<file path="config.mk">
export PLATFORM = sky130hd
export DESIGN_NAME = prim_fifo_unpack
export DESIGN_NICKNAME = d
export VERILOG_FILES = /design/src/rtl/prim_fifo_unpack_pkg.sv /design/src/rtl/prim_fifo_unpack.sv
export SDC_FILE = /design/constraint.sdc
export NUM_CORES = 1
export LEC_CHECK = 0
export CORE_MARGIN = 3
export CORE_UTILIZATION = 41
export CTS_CLUSTER_DIAMETER = 120
export DETAILED_ROUTE_END_ITERATION = 8
export PLACE_DENSITY = 0.82
export SLEW_MARGIN = 20
export SYNTH_ARGS = -nofsm -noshare
export SYNTH_HDL_FRONTEND = slang
export SYNTH_SLANG_ARGS = --single-unit
export TNS_END_PERCENT = 5
</file>
<file path="constraint.sdc">
create_clock -name clk_i -period 1.4 [get_ports clk_i]
set_input_delay 0.14 -clock clk_i [delete_from_list [all_inputs] [get_ports clk_i]]
set_output_delay 0.14 -clock clk_i [all_outputs]
set_load 0.005 [all_outputs]
</file>
<file path="src/rtl/prim_fifo_unpack_pkg.sv">
// prim_fifo_unpack_pkg
//   Shared types and helpers for the prim_fifo_unpack width down-converter.
//   - state_e     : unpacker state encoding.
//   - beat_offset : bit offset of beat `cnt` inside a held word.
//   Beat order is set by PRIM_FIFO_UNPACK_MSB_FIRST_EN. Defined: the most
//   significant beat goes first. Undefined (the default): the least
//   significant beat goes first.
package prim_fifo_unpack_pkg;

    typedef enum logic {
        StIdle = 1'b0,
        StBusy = 1'b1
    } state_e;

    function automatic int beat_offset(input int cnt, input int in_w, input int out_w);
`ifdef PRIM_FIFO_UNPACK_MSB_FIRST_EN
        // Returns the low bit of the slice, so the caller can use +: in both orders.
        return in_w - (cnt + 1) * out_w;
`else
        return cnt * out_w;
`endif
    endfunction

endpackage

</file>
<file path="src/rtl/prim_fifo_unpack.sv">
// prim_fifo_unpack
//   Single-clock width down-converter for the read port of the async FIFO.
//   It accepts one InW-bit word and emits it as InW/OutW beats of OutW bits.
//   When the last beat of a word is taken in the same cycle that a new word
//   arrives, the new word loads at once, so consecutive words have no gap.
//   PRIM_FIFO_UNPACK_MSB_FIRST_EN (optional define) sends the most
//   significant beat first. Without it, the least significant beat goes first.
//
// Ports
//   clk_i        sole clock
//   rst_ni       async active-low reset
//   in_valid_i   word available        (FIFO rvalid_o)
//   in_ready_o   word accepted         (FIFO rready_i); combinational
//   in_data_i    InW-bit word          (FIFO rdata_o)
//   out_valid_o  beat valid
//   out_ready_i  downstream takes the beat
//   out_data_o   current OutW-bit beat
//   out_last_o   current beat is the final beat of its word
//   flush_i      synchronous drop of the held word
//   idle_o       no word held
//
// state  | meaning
// -------+-----------------------------------------------------
// StIdle | no word held; ready for a new word
// StBusy | word held in data_q; cnt_q selects the current beat
module prim_fifo_unpack
    import prim_fifo_unpack_pkg::*;
#(
    parameter int InW  = 32,
    parameter int OutW = 8
) (
    input  logic            clk_i,
    input  logic            rst_ni,
    input  logic            in_valid_i,
    output logic            in_ready_o,
    input  logic [InW-1:0]  in_data_i,
    output logic            out_valid_o,
    input  logic            out_ready_i,
    output logic [OutW-1:0] out_data_o,
    output logic            out_last_o,
    input  logic            flush_i,
    output logic            idle_o
);

    localparam int Ratio = InW / OutW;
    localparam int CntW  = $clog2(Ratio);
    localparam logic [CntW-1:0] LastCnt = CntW'(Ratio - 1);

    if ((InW % OutW) != 0) begin : g_chk_multiple
        $error("prim_fifo_unpack: InW must be an integer multiple of OutW");
    end
    if (Ratio < 2) begin : g_chk_ratio
        $error("prim_fifo_unpack: InW/OutW must be at least 2");
    end

    state_e          state_q, state_d;
    logic [CntW-1:0] cnt_q, cnt_d;
    logic [InW-1:0]  data_q;
    logic            busy;
    logic            load;

    assign busy        = (state_q == StBusy);
    assign out_valid_o = busy;
    assign out_last_o  = busy & (cnt_q == LastCnt);
    assign idle_o      = ~busy;

    // A new word is taken only when no beat is pending after this edge.
    // That happens when idle, or when the last beat leaves in this cycle.
    assign in_ready_o  = ~flush_i & (~busy | (out_ready_i & out_last_o));
    assign load        = in_valid_i & in_ready_o;

    assign out_data_o  = data_q[beat_offset(int'(cnt_q), InW, OutW) +: OutW];

    always_comb begin
        state_d = state_q;
        cnt_d   = cnt_q;
        if (flush_i) begin
            state_d = StIdle;
            cnt_d   = '0;
        end else begin
            case (state_q)
                StIdle: begin
                    if (in_valid_i) begin
                        state_d = StBusy;
                        cnt_d   = '0;
                    end
                end
                StBusy: begin
                    if (out_ready_i) begin
                        if (cnt_q != LastCnt) begin
                            cnt_d = cnt_q + CntW'(1);
                        end else begin
                            cnt_d = '0;
                            if (!in_valid_i) begin
                                state_d = StIdle;
                            end
                        end
                    end
                end
                default: begin
                    state_d = StIdle;
                    cnt_d   = '0;
                end
            endcase
        end
    end

    always_ff @(posedge clk_i or negedge rst_ni) begin
        if (!rst_ni) begin
            state_q <= StIdle;
        end else begin
            state_q <= state_d;
        end
    end

    always_ff @(posedge clk_i or negedge rst_ni) begin
        if (!rst_ni) begin
            cnt_q <= '0;
        end else begin
            cnt_q <= cnt_d;
        end
    end

    // data_q keeps its value on return to idle. Only a reset clears it.
    always_ff @(posedge clk_i or negedge rst_ni) begin
        if (!rst_ni) begin
            data_q <= '0;
        end else if (load) begin
            data_q <= in_data_i;
        end
    end

endmodule

</file>
==> results.py, run 1 <==
metrics = {
    "clock_tree": {
        "clk_pin_slew_ps": 60,
        "cts_buffers": 5,
        "clk_latency_ps": 290,
        "clk_path_buf_depth": 2,
        "htreeDepth": 2,
        "cts_root_buf": "clkbuf_8",
        "cts_sinks": 35,
        "cts_tree": "done",
        "cts_hold_buffers": 0,
    },
    "drt": {
        "route.detailed.drc": 0,
        "dr.pass1.iters": 4,
        "drtAntennaViolNets": 0,
        "routed_via_density": 5.10,
        "wl_per_cell_um": 16.9,
        "drt_iter0_drc": 39,
        "num_vias": 1086,
        "wl_mm": 3.61,
    },
    "run": {
        "maxCapViolCount": 0,
    },
    "synthesis": {
        "synth_warnings": 0,
        "syn_avg_cell_area_um2": 16.7,
        "yosysTopAreaCell": "dfrtp_1",
        "synth_cells": 94,
        "synth_nets": 132,
        "synth_top_area_share_pct": 55.8,
        "ys_ff_latch": 35,
        "synth_area_leaders": "dfrtp_1, mux2_2, mux4_2",
        "yosysUniqueCellTypes": 14,
        "seq_area_frac_synth_pct": 55.8,
        "syn_area_um2": 1570,
    },
    "die": {
        "die_h_um": 67.9,
        "fp.dieW_um": 67.9,
        "core.rowCount": 21,
        "die_area_um2": 4600,
        "io_pins": 49,
        "start_util_pct": 44.6,
        "coreArea_um2": 3520,
    },
    "worst_setup_path": {
        "crit_fanout": 8,
        "end_kind": "register",
        "timing.rr.start": "cnt_q[0]$_DFFE_PN0P_",
        "arrival_ps": 1910,
        "start_kind": "register",
        "r2r_cells": 7,
        "cp.required_ps": 1570,
        "reg2reg_slack_ps": -340,
        "r2r_end": "data_q[27]$_DFFE_PN0P_",
        "critPathKind": "reg -> reg",
    },
    "global_routing": {
        "grt_max_degree": 36,
        "globalRoute.totalOverflow": 0,
        "grt_pass1_wl_mm": 5.56,
        "grt_antenna_before_repair": 0,
        "track_usage_pct": 17.2,
        "grt_pass1_vias": 1167,
    },
    "final_layout": {
        "drive_gt1_share_pct": 48.5,
        "num_antenna_cells": 0,
        "area_growth_pct": 56.4,
        "final_nets": 204,
    },
    "sta": {
        "layout_setup_ws_ps": -343,
        "timing.hold.ws_ps": 215,
        "slew_headroom_pct": 87.0,
        "hold_viol_final": 0,
        "rsz0062_at_grt": "yes",
        "skew_ps": 6.30,
        "slew_violations": 0,
        "tightest_slew_ps": 189,
        "period_share_pct": 124,
        "period_needed_ps": 1740,
        "max_freq_mhz": 574,
        "setup_violations": 42,
    },
    "pwr": {
        "seq_power_share_pct": 48.2,
        "vdd_drop_max_mv": 0.599,
        "swShare_pct": 23.8,
        "clkPwrFrac_pct": 25.9,
        "p_total_mw": 2.68,
        "power_density_nw_per_um2": 1090,
        "cellLeakagePower_nw": 1.08,
        "pwr-share-comb_pct": 25.9,
        "switching_power_mw": 0.639,
        "p_int_mw": 2.04,
    },
    "place": {
        "hpwlAfterDp_mm": 2.31,
        "place_congestion": 0.673,
        "port_buffers": 48,
    },
    "min_path": {
        "holdCritPathClass": "in -> async",
    },
    "outcome": {
        "run_status": "complete, but fails checks",
        "violations": "setup timing",
    },
}
-- metrics by stage --
stage / cells / worst slack (ps) / instance area (um2) / utilization [%] / TNS [ps]
2_1_floorplan: 94 / -131 / 1570 / - / -3920
3_5_place_dp: 195 / -330 / 2190 / 62.3 / -12310
4_1_cts: 212 / -336 / 2400 / 68.2 / -12150
5_1_grt: 213 / -401 / 2450 / 69.7 / -14860
3_3_place_gp: 195 / -269 / 2190 / 62.3 / -10820
6_report: 213 / -343 / 2450 / 69.7 / -12520
-- worst max path at each step --
stage / slack [ps] / endpoint / startpoint / depth (start not counted)
6_report: -340 / data_q[27]$_DFFE_PN0P_ / cnt_q[0]$_DFFE_PN0P_ / 7
2_1_floorplan: -130 / data_q[0]$_DFFE_PN0P_ / out_valid_o$_DFF_PN0_ / 4
4_1_cts: -340 / out_data_o[6] / cnt_q[0]$_DFFE_PN0P_ / 4
3_3_place_gp: -270 / data_q[17]$_DFFE_PN0P_ / out_ready_i / 5
5_1_grt: -400 / data_q[11]$_DFFE_PN0P_ / cnt_q[0]$_DFFE_PN0P_ / 7
3_5_place_dp: -330 / data_q[17]$_DFFE_PN0P_ / out_ready_i / 5
-- cells in the mapped netlist --
library cell / count
mux2_2: 32
nor2_1: 6
buf_2: 1
clkbuf_1: 1
a32oi_1: 2
a21boi_4: 1
inv_1: 1
buf_6: 3
and2_1: 1
nor3b_4: 1
ha_1: 1
mux2i_1: 1
dfrtp_1: 35
mux4_2: 8
-- power by group through the flow --
| stage | sequential (mW) | combinational (mW) | clock [mW] |
|---|---|---|---|
| 2_1_floorplan | 1.27 | 0.309 | 0 |
| 3_3_place_gp | 1.28 | 0.591 | 0 |
| 3_5_place_dp | 1.30 | 0.611 | 0 |
| 4_1_cts | 1.28 | 0.641 | 0.717 |
| 5_1_grt | 1.31 | 0.749 | 0.760 |
| 6_report | 1.29 | 0.694 | 0.695 |
-- worst max-delay path, cell delays in order (launching register included) --
cell	delay [ps]
dfrtp_2	430
ha_4	170
a21boi_4	50
buf_6	120
nor3b_4	220
buf_4	170
buf_6	140
mux2_2	340
-- flip-flops by register name (all words and copies together), names as in the netlist --
register and cells:
out_valid_o 1, cnt_q 2, data_q 32
-- what timing repair did --
item / 4_1_cts / 5_1_grt
gates resized for setup: 52 / 28
setup endpoints to repair: 44 / 42
gates cloned: 1 / 1
buffers inserted: 8 / 2
pin swaps: 3 / 3
-- cell families (layout without fill, tap and decap cells) --
family	count (synthesis)	in the layout	share of synthesized area, %
multiplexers	41	41	35.1
buffers and inverters	6	79	2.95
AND/OR/NAND/NOR	8	8	3.03
adder cells (fa/ha/maj)	1	1	0.797
flip-flops	35	35	55.8
AO/OA/AOI/OAI	3	3	2.31
-- metal layers --
metal / up-vias / routed length [um] / track usage (%)
li1: 493 / - / -
met2: 44 / 1630 / 25.4
met1: 541 / 1600 / 21.3
met3: 8 / 309 / 7.72
met4: 0 / 66 / 8.93
met5: - / 0 / 0
-- cell type report --
cell class                 instances  area [um2]
clock inverter                     1        5.00
timing repair buffer              70         684
clock buffer                       7        76.3
multi-input combinational         53         749
tap                               46        57.6
fill                             267        1070
sequential                        35         877
inverter                           1        3.75
-- cell usage in the layout, fill, tap and decap left out, types with 2 or more instances in the layout --
master            n
a32oi_1           2
buf_12            3
buf_2             4
buf_4            11
buf_6             8
buf_8             2
clkbuf_1          2
clkbuf_2          3
clkbuf_8          5
clkdlybuf4s50_1  36
dfrtp_1          34
dlygate4sd2_1     3
mux2_2            8
mux2_4           24
mux4_2            8
nor2_1            6
Note: power is estimated with default switching activity, not from simulation.
==> run 2: changes to the inputs <==
Settings changed: PLACE_DENSITY 0.82 to 0.75.
==> run 2 against run 1 <==
The run still ends with setup timing left. Critical path depth down 3. Clock skew down 1.6 ps. Cell count down 2.8%. Clock-buffer cell count unchanged. First-iteration DRC count up 21%. Via count down 6.5%. Register-to-register slack better by 70 ps. Global-route usage down 1.0 points. Core utilization down 3.8 points. Critical endpoint is now out_data_o[0]. Largest power group unchanged.
==> results.py, run 2 (synthesis gave the netlist of run 1 again) <==
metrics = {
    "sta": {
        "rsz0062_at_grt": "yes",
        "period_share_pct": 123,
        "hold_viol_final": 0,
        "setup_violations": 42,
        "layout_setup_ws_ps": -329,
        "period_needed_ps": 1730,
        "slew_violations": 0,
        "timing.hold.ws_ps": 221,
        "max_freq_mhz": 578,
        "skew_ps": 4.71,
        "slew_headroom_pct": 87.5,
        "tightest_slew_ps": 183,
    },
    "drt": {
        "num_vias": 1015,
        "dr.pass1.iters": 4,
        "route.detailed.drc": 0,
        "drtAntennaViolNets": 0,
        "wl_mm": 3.24,
        "drt_iter0_drc": 47,
        "wl_per_cell_um": 15.6,
        "routed_via_density": 4.90,
    },
    "clock_tree": {
        "cts_buffers": 5,
        "clk_pin_slew_ps": 70,
        "clk_path_buf_depth": 2,
        "htreeDepth": 2,
        "cts_sinks": 35,
        "clk_latency_ps": 280,
        "cts_tree": "done",
        "cts_root_buf": "clkbuf_8",
    },
    "die": {
        "die_h_um": 67.9,
        "coreArea_um2": 3520,
        "fp.dieW_um": 67.9,
        "io_pins": 49,
        "start_util_pct": 44.6,
        "core.rowCount": 21,
        "die_area_um2": 4600,
    },
    "global_routing": {
        "track_usage_pct": 16.2,
        "globalRoute.totalOverflow": 0,
        "grt_max_degree": 36,
        "grt_pass1_wl_mm": 5.27,
        "grt_antenna_before_repair": 0,
        "grt_pass1_vias": 1103,
    },
    "worst_setup_path": {
        "critPathKind": "reg -> out",
        "r2r_end": "data_q[27]$_DFFE_PN0P_",
        "cp.required_ps": 1260,
        "timing.rr.start": "cnt_q[0]$_DFFE_PN0P_",
        "cp-endpoint": "out_data_o[0]",
        "crit_fanout": 4,
        "cp-startpoint": "cnt_q[0]$_DFFE_PN0P_",
        "r2r_cells": 6,
        "arrival_ps": 1590,
        "reg2reg_slack_ps": -270,
        "start_kind": "register",
        "end_kind": "output pin",
    },
    "final_layout": {
        "seq_area_um2": 876,
        "multi_input_area_um2": 667,
        "final_nets": 198,
        "drive_gt1_share_pct": 47.2,
        "area_growth_pct": 47.8,
        "final_cell_area_um2": 2320,
        "num_antenna_cells": 0,
        "final_cell_mix": "clkdlybuf4s50_1, dfrtp_1, mux2_2",
        "final_common_cell": "clkdlybuf4s50_1",
        "largest_register": "data_q",
        "fillerInstances": 284,
        "largest_reg_flops": 32,
        "final_util_pct": 65.9,
    },
    "pwr": {
        "power_density_nw_per_um2": 1130,
        "cellLeakagePower_nw": 0.973,
        "vdd_drop_max_mv": 0.723,
    },
    "place": {
        "place_area_um2": 2170,
        "hpwlAfterDp_mm": 2.37,
        "place_congestion": 0.716,
        "port_buffers": 48,
        "dp_slack_ps": -344,
    },
    "outcome": {
        "violations": "setup timing",
        "run_status": "complete, but fails checks",
    },
    "min_path": {
        "holdCritPathClass": "in -> async",
    },
    "run": {
        "maxCapViolCount": 0,
    },
}
==> run 2: cell count changes in the layout (fill, tap and decap cells not counted), sizes merged <==
cell and delta:
buf -6, clkbuf +1, dlygate4sd2 -1
==> run 2: repair_timing <==
| action | 4_1_cts | 5_1_grt |
|---|---|---|
| buffers inserted | 5 | 0 |
| setup endpoints to repair | 44 | 42 |
| pin swaps | 3 | 1 |
| gates resized for setup | 41 | 8 |
| hold buffers | 0 | 0 |
==> run 2: layout make-up <==
class	count	area share (%)
flip-flops and latches	35	37.8
clock inverters	1	0.378
well taps	46	2.48
multi-input cells	53	28.7
inverters	1	0.162
clock buffers	7	3.72
repair buffers	64	26.8
==> run 2: per-layer routing <==
layer / up-vias / part of all wire, % / global-route usage (%)
li1: 481 / - / -
met1: 493 / 40 / 20.0
met2: 36 / 53 / 26.7
met3: 5 / 5.9 / 4.43
met4: 0 / 1.0 / 6.70
met5: - / 0 / 0
==> run 2: how the worst min path moves through the flow <==
stage	cells past startpoint	slack (ps)	from	end
after floorplan	0	-160	rst_ni	cnt_q[0]$_DFFE_PN0P_
after global placement	1	490	data_q[20]$_DFFE_PN0P_	data_q[20]$_DFFE_PN0P_
after detailed placement	1	490	data_q[20]$_DFFE_PN0P_	data_q[20]$_DFFE_PN0P_
after CTS	2	220	rst_ni	data_q[17]$_DFFE_PN0P_
after global routing	2	240	rst_ni	data_q[27]$_DFFE_PN0P_
final	2	220	rst_ni	data_q[27]$_DFFE_PN0P_
==> run 2: through the flow <==
stage,instances,power [mW],TNS (ps)
global placement,194,1.87,-10800
global route,207,2.77,-13140
detailed placement,194,1.91,-12630
finish,207,2.63,-10550
floorplan,94,1.58,-3920
CTS,207,2.65,-10900
==> run 2: critical path: stages (launching register included) <==
cell     delay [ps]
dfrtp_1         410
buf_6           150
buf_6           100
mux4_2          500
buf_2           140
==> run 2: power by group <==
group	leakage [nW]	internal, mW	switching [mW]
logic	0.508	0.413	0.176
registers	0.417	1.19	0.0891
clock network	0.0484	0.403	0.352
total	0.973	2.01	0.618
==> run 3: changes to the inputs <==
Settings changed: ABC_CLOCK_PERIOD_IN_PS set to 1400, TNS_END_PERCENT 5 to unset.
==> run 3 against run 2 <==
The run still ends with setup timing left. Wire length up 0.46%. Power is 0.21% higher. Cell count unchanged. Register-to-register slack lost 30 ps. Via count is 1.1% lower. Hold slack got worse by 4.9 ps. Design area grew 0.81%.
==> results.py, run 3 (synthesis gave the netlist of run 1 again) <==
metrics = {
    "min_path": {
        "holdCritPathClass": "in -> async",
    },
    "worst_setup_path": {
        "arrival_ps": 1590,
        "crit_fanout": 4,
        "cp.required_ps": 1260,
        "start_kind": "register",
        "critPathKind": "reg -> out",
        "end_kind": "output pin",
    },
    "drt": {
        "wl_per_cell_um": 15.7,
        "num_vias": 1004,
        "wl_mm": 3.25,
        "routed_via_density": 4.85,
        "route.detailed.drc": 0,
        "dr.pass1.iters": 2,
        "drt_iter0_drc": 56,
        "drtAntennaViolNets": 0,
    },
    "clock_tree": {
        "cts_root_buf": "clkbuf_8",
        "clk_path_buf_depth": 2,
        "cts_sinks": 35,
        "cts_hold_buffers": 0,
        "cts_tree": "done",
        "htreeDepth": 2,
        "cts_buffers": 5,
        "clk_pin_slew_ps": 70,
        "clk_latency_ps": 280,
    },
    "global_routing": {
        "grt_pass1_wl_mm": 5.31,
        "grt_antenna_before_repair": 0,
        "globalRoute.totalOverflow": 0,
        "grt_max_degree": 36,
        "track_usage_pct": 16.3,
        "grt_pass1_vias": 1096,
    },
    "final_layout": {
        "largest_register": "data_q",
        "final_util_pct": 66.4,
        "final_cell_mix": "clkdlybuf4s50_1, dfrtp_1, mux2_2",
        "multi_input_area_um2": 672,
        "seq_area_um2": 876,
        "drive_gt1_share_pct": 48.4,
        "fillerInstances": 278,
        "num_antenna_cells": 0,
        "area_growth_pct": 49.0,
        "final_common_cell": "clkdlybuf4s50_1",
        "final_nets": 198,
        "fin_cells": 207,
        "largest_reg_flops": 32,
    },
    "sta": {
        "timing.hold.ws_ps": 216,
        "setup_violations": 42,
        "hold_viol_final": 0,
        "layout_setup_ws_ps": -332,
        "period_needed_ps": 1730,
        "rsz0062_at_grt": "yes",
        "skew_ps": 3.91,
        "slew_violations": 0,
        "max_freq_mhz": 577,
        "tightest_slew_ps": 179,
        "slew_headroom_pct": 87.7,
        "period_share_pct": 124,
    },
    "outcome": {
        "violations": "setup timing",
        "run_status": "complete, but fails checks",
    },
    "pwr": {
        "pwr-share-comb_pct": 22.4,
        "clkPwrFrac_pct": 28.8,
        "cellLeakagePower_nw": 0.977,
        "seq_power_share_pct": 48.8,
        "switching_power_mw": 0.622,
        "vdd_drop_max_mv": 0.722,
        "p_total_mw": 2.63,
        "swShare_pct": 23.6,
        "p_int_mw": 2.01,
        "power_density_nw_per_um2": 1130,
    },
    "place": {
        "dp_slack_ps": -344,
        "dp_cells": 194,
        "place_congestion": 0.716,
        "port_buffers": 48,
        "hpwlAfterDp_mm": 2.37,
    },
    "run": {
        "maxCapViolCount": 0,
    },
    "die": {
        "die_h_um": 67.9,
        "core.rowCount": 21,
        "fp.dieW_um": 67.9,
        "coreArea_um2": 3520,
        "io_pins": 49,
        "die_area_um2": 4600,
        "start_util_pct": 44.6,
    },
}
==> run 3: cell types whose count changed in the layout (fill, tap and decap cells not counted), moves of 2 or more <==
cell and change:
clkbuf_2 -4, buf_6 +3, buf_4 -2, buf_2 +3
==> run 3: per-layer routing <==
metal / global-route usage, % / up-vias / share of wire [%]
li1: - / 480 / -
met1: 20.4 / 491 / 40
met2: 26.9 / 29 / 54
met3: 4.43 / 4 / 5.5
met4: 6.70 / 0 / 1.0
met5: 0 / - / 0
==> run 3: timing repair <==
action / CTS / global route
pin swaps: 2 / 1
resized for setup: 55 / 4
setup buffers: 5 / 1
setup endpoints to repair: 44 / 42
==> run 3: final cells by class <==
type                            instances  area share [%]
Clock inverter                          1           0.375
Sequential cell                        35            37.5
Timing Repair Buffer                   64            27.1
Multi-Input combinational cell         53            28.7
Clock buffer                            7            3.69
Inverter                                1           0.161
Tap cell                               46            2.46
==> run 3: path summary, 6_finish.rpt <==
check | depth (start not counted) | slack [ps] | end | from
setup / recovery | 4 | -330 | out_data_o[0] | cnt_q[0]$_DFFE_PN0P_
hold / removal | 2 | 220 | data_q[17]$_DFFE_PN0P_ | rst_ni
min in group clk_i | 2 | 460 | data_q[17]$_DFFE_PN0P_ | in_data_i[17]
setup reg to reg | 6 | -300 | data_q[27]$_DFFE_PN0P_ | cnt_q[0]$_DFFE_PN0P_
hold reg to reg | 1 | 500 | data_q[20]$_DFFE_PN0P_ | data_q[20]$_DFFE_PN0P_
max in group asynchronous | 2 | 1010 | data_q[6]$_DFFE_PN0P_ | rst_ni
==> run 3: critical path, stage by stage, from the launching register on <==
cell,delay [ps]
dfrtp_1,410
buf_6,150
buf_6,100
mux4_2,500
buf_2,140
==> run 3: power by group through the flow <==
stage | sequential (mW) | clock [mW] | combinational, mW
after floorplan | 1.27 | 0 | 0.309
after global placement | 1.29 | 0 | 0.585
after detailed placement | 1.31 | 0 | 0.606
after CTS | 1.29 | 0.782 | 0.588
after global routing | 1.31 | 0.827 | 0.642
final | 1.28 | 0.758 | 0.591
==> run 3: metrics by stage <==
stage / setup TNS, ps / instance area [um2]
finish: -11510 / 2340
CTS: -11350 / 2330
detailed placement: -12630 / 2170
floorplan: -3920 / 1570
global route: -14040 / 2340
global placement: -10800 / 2170
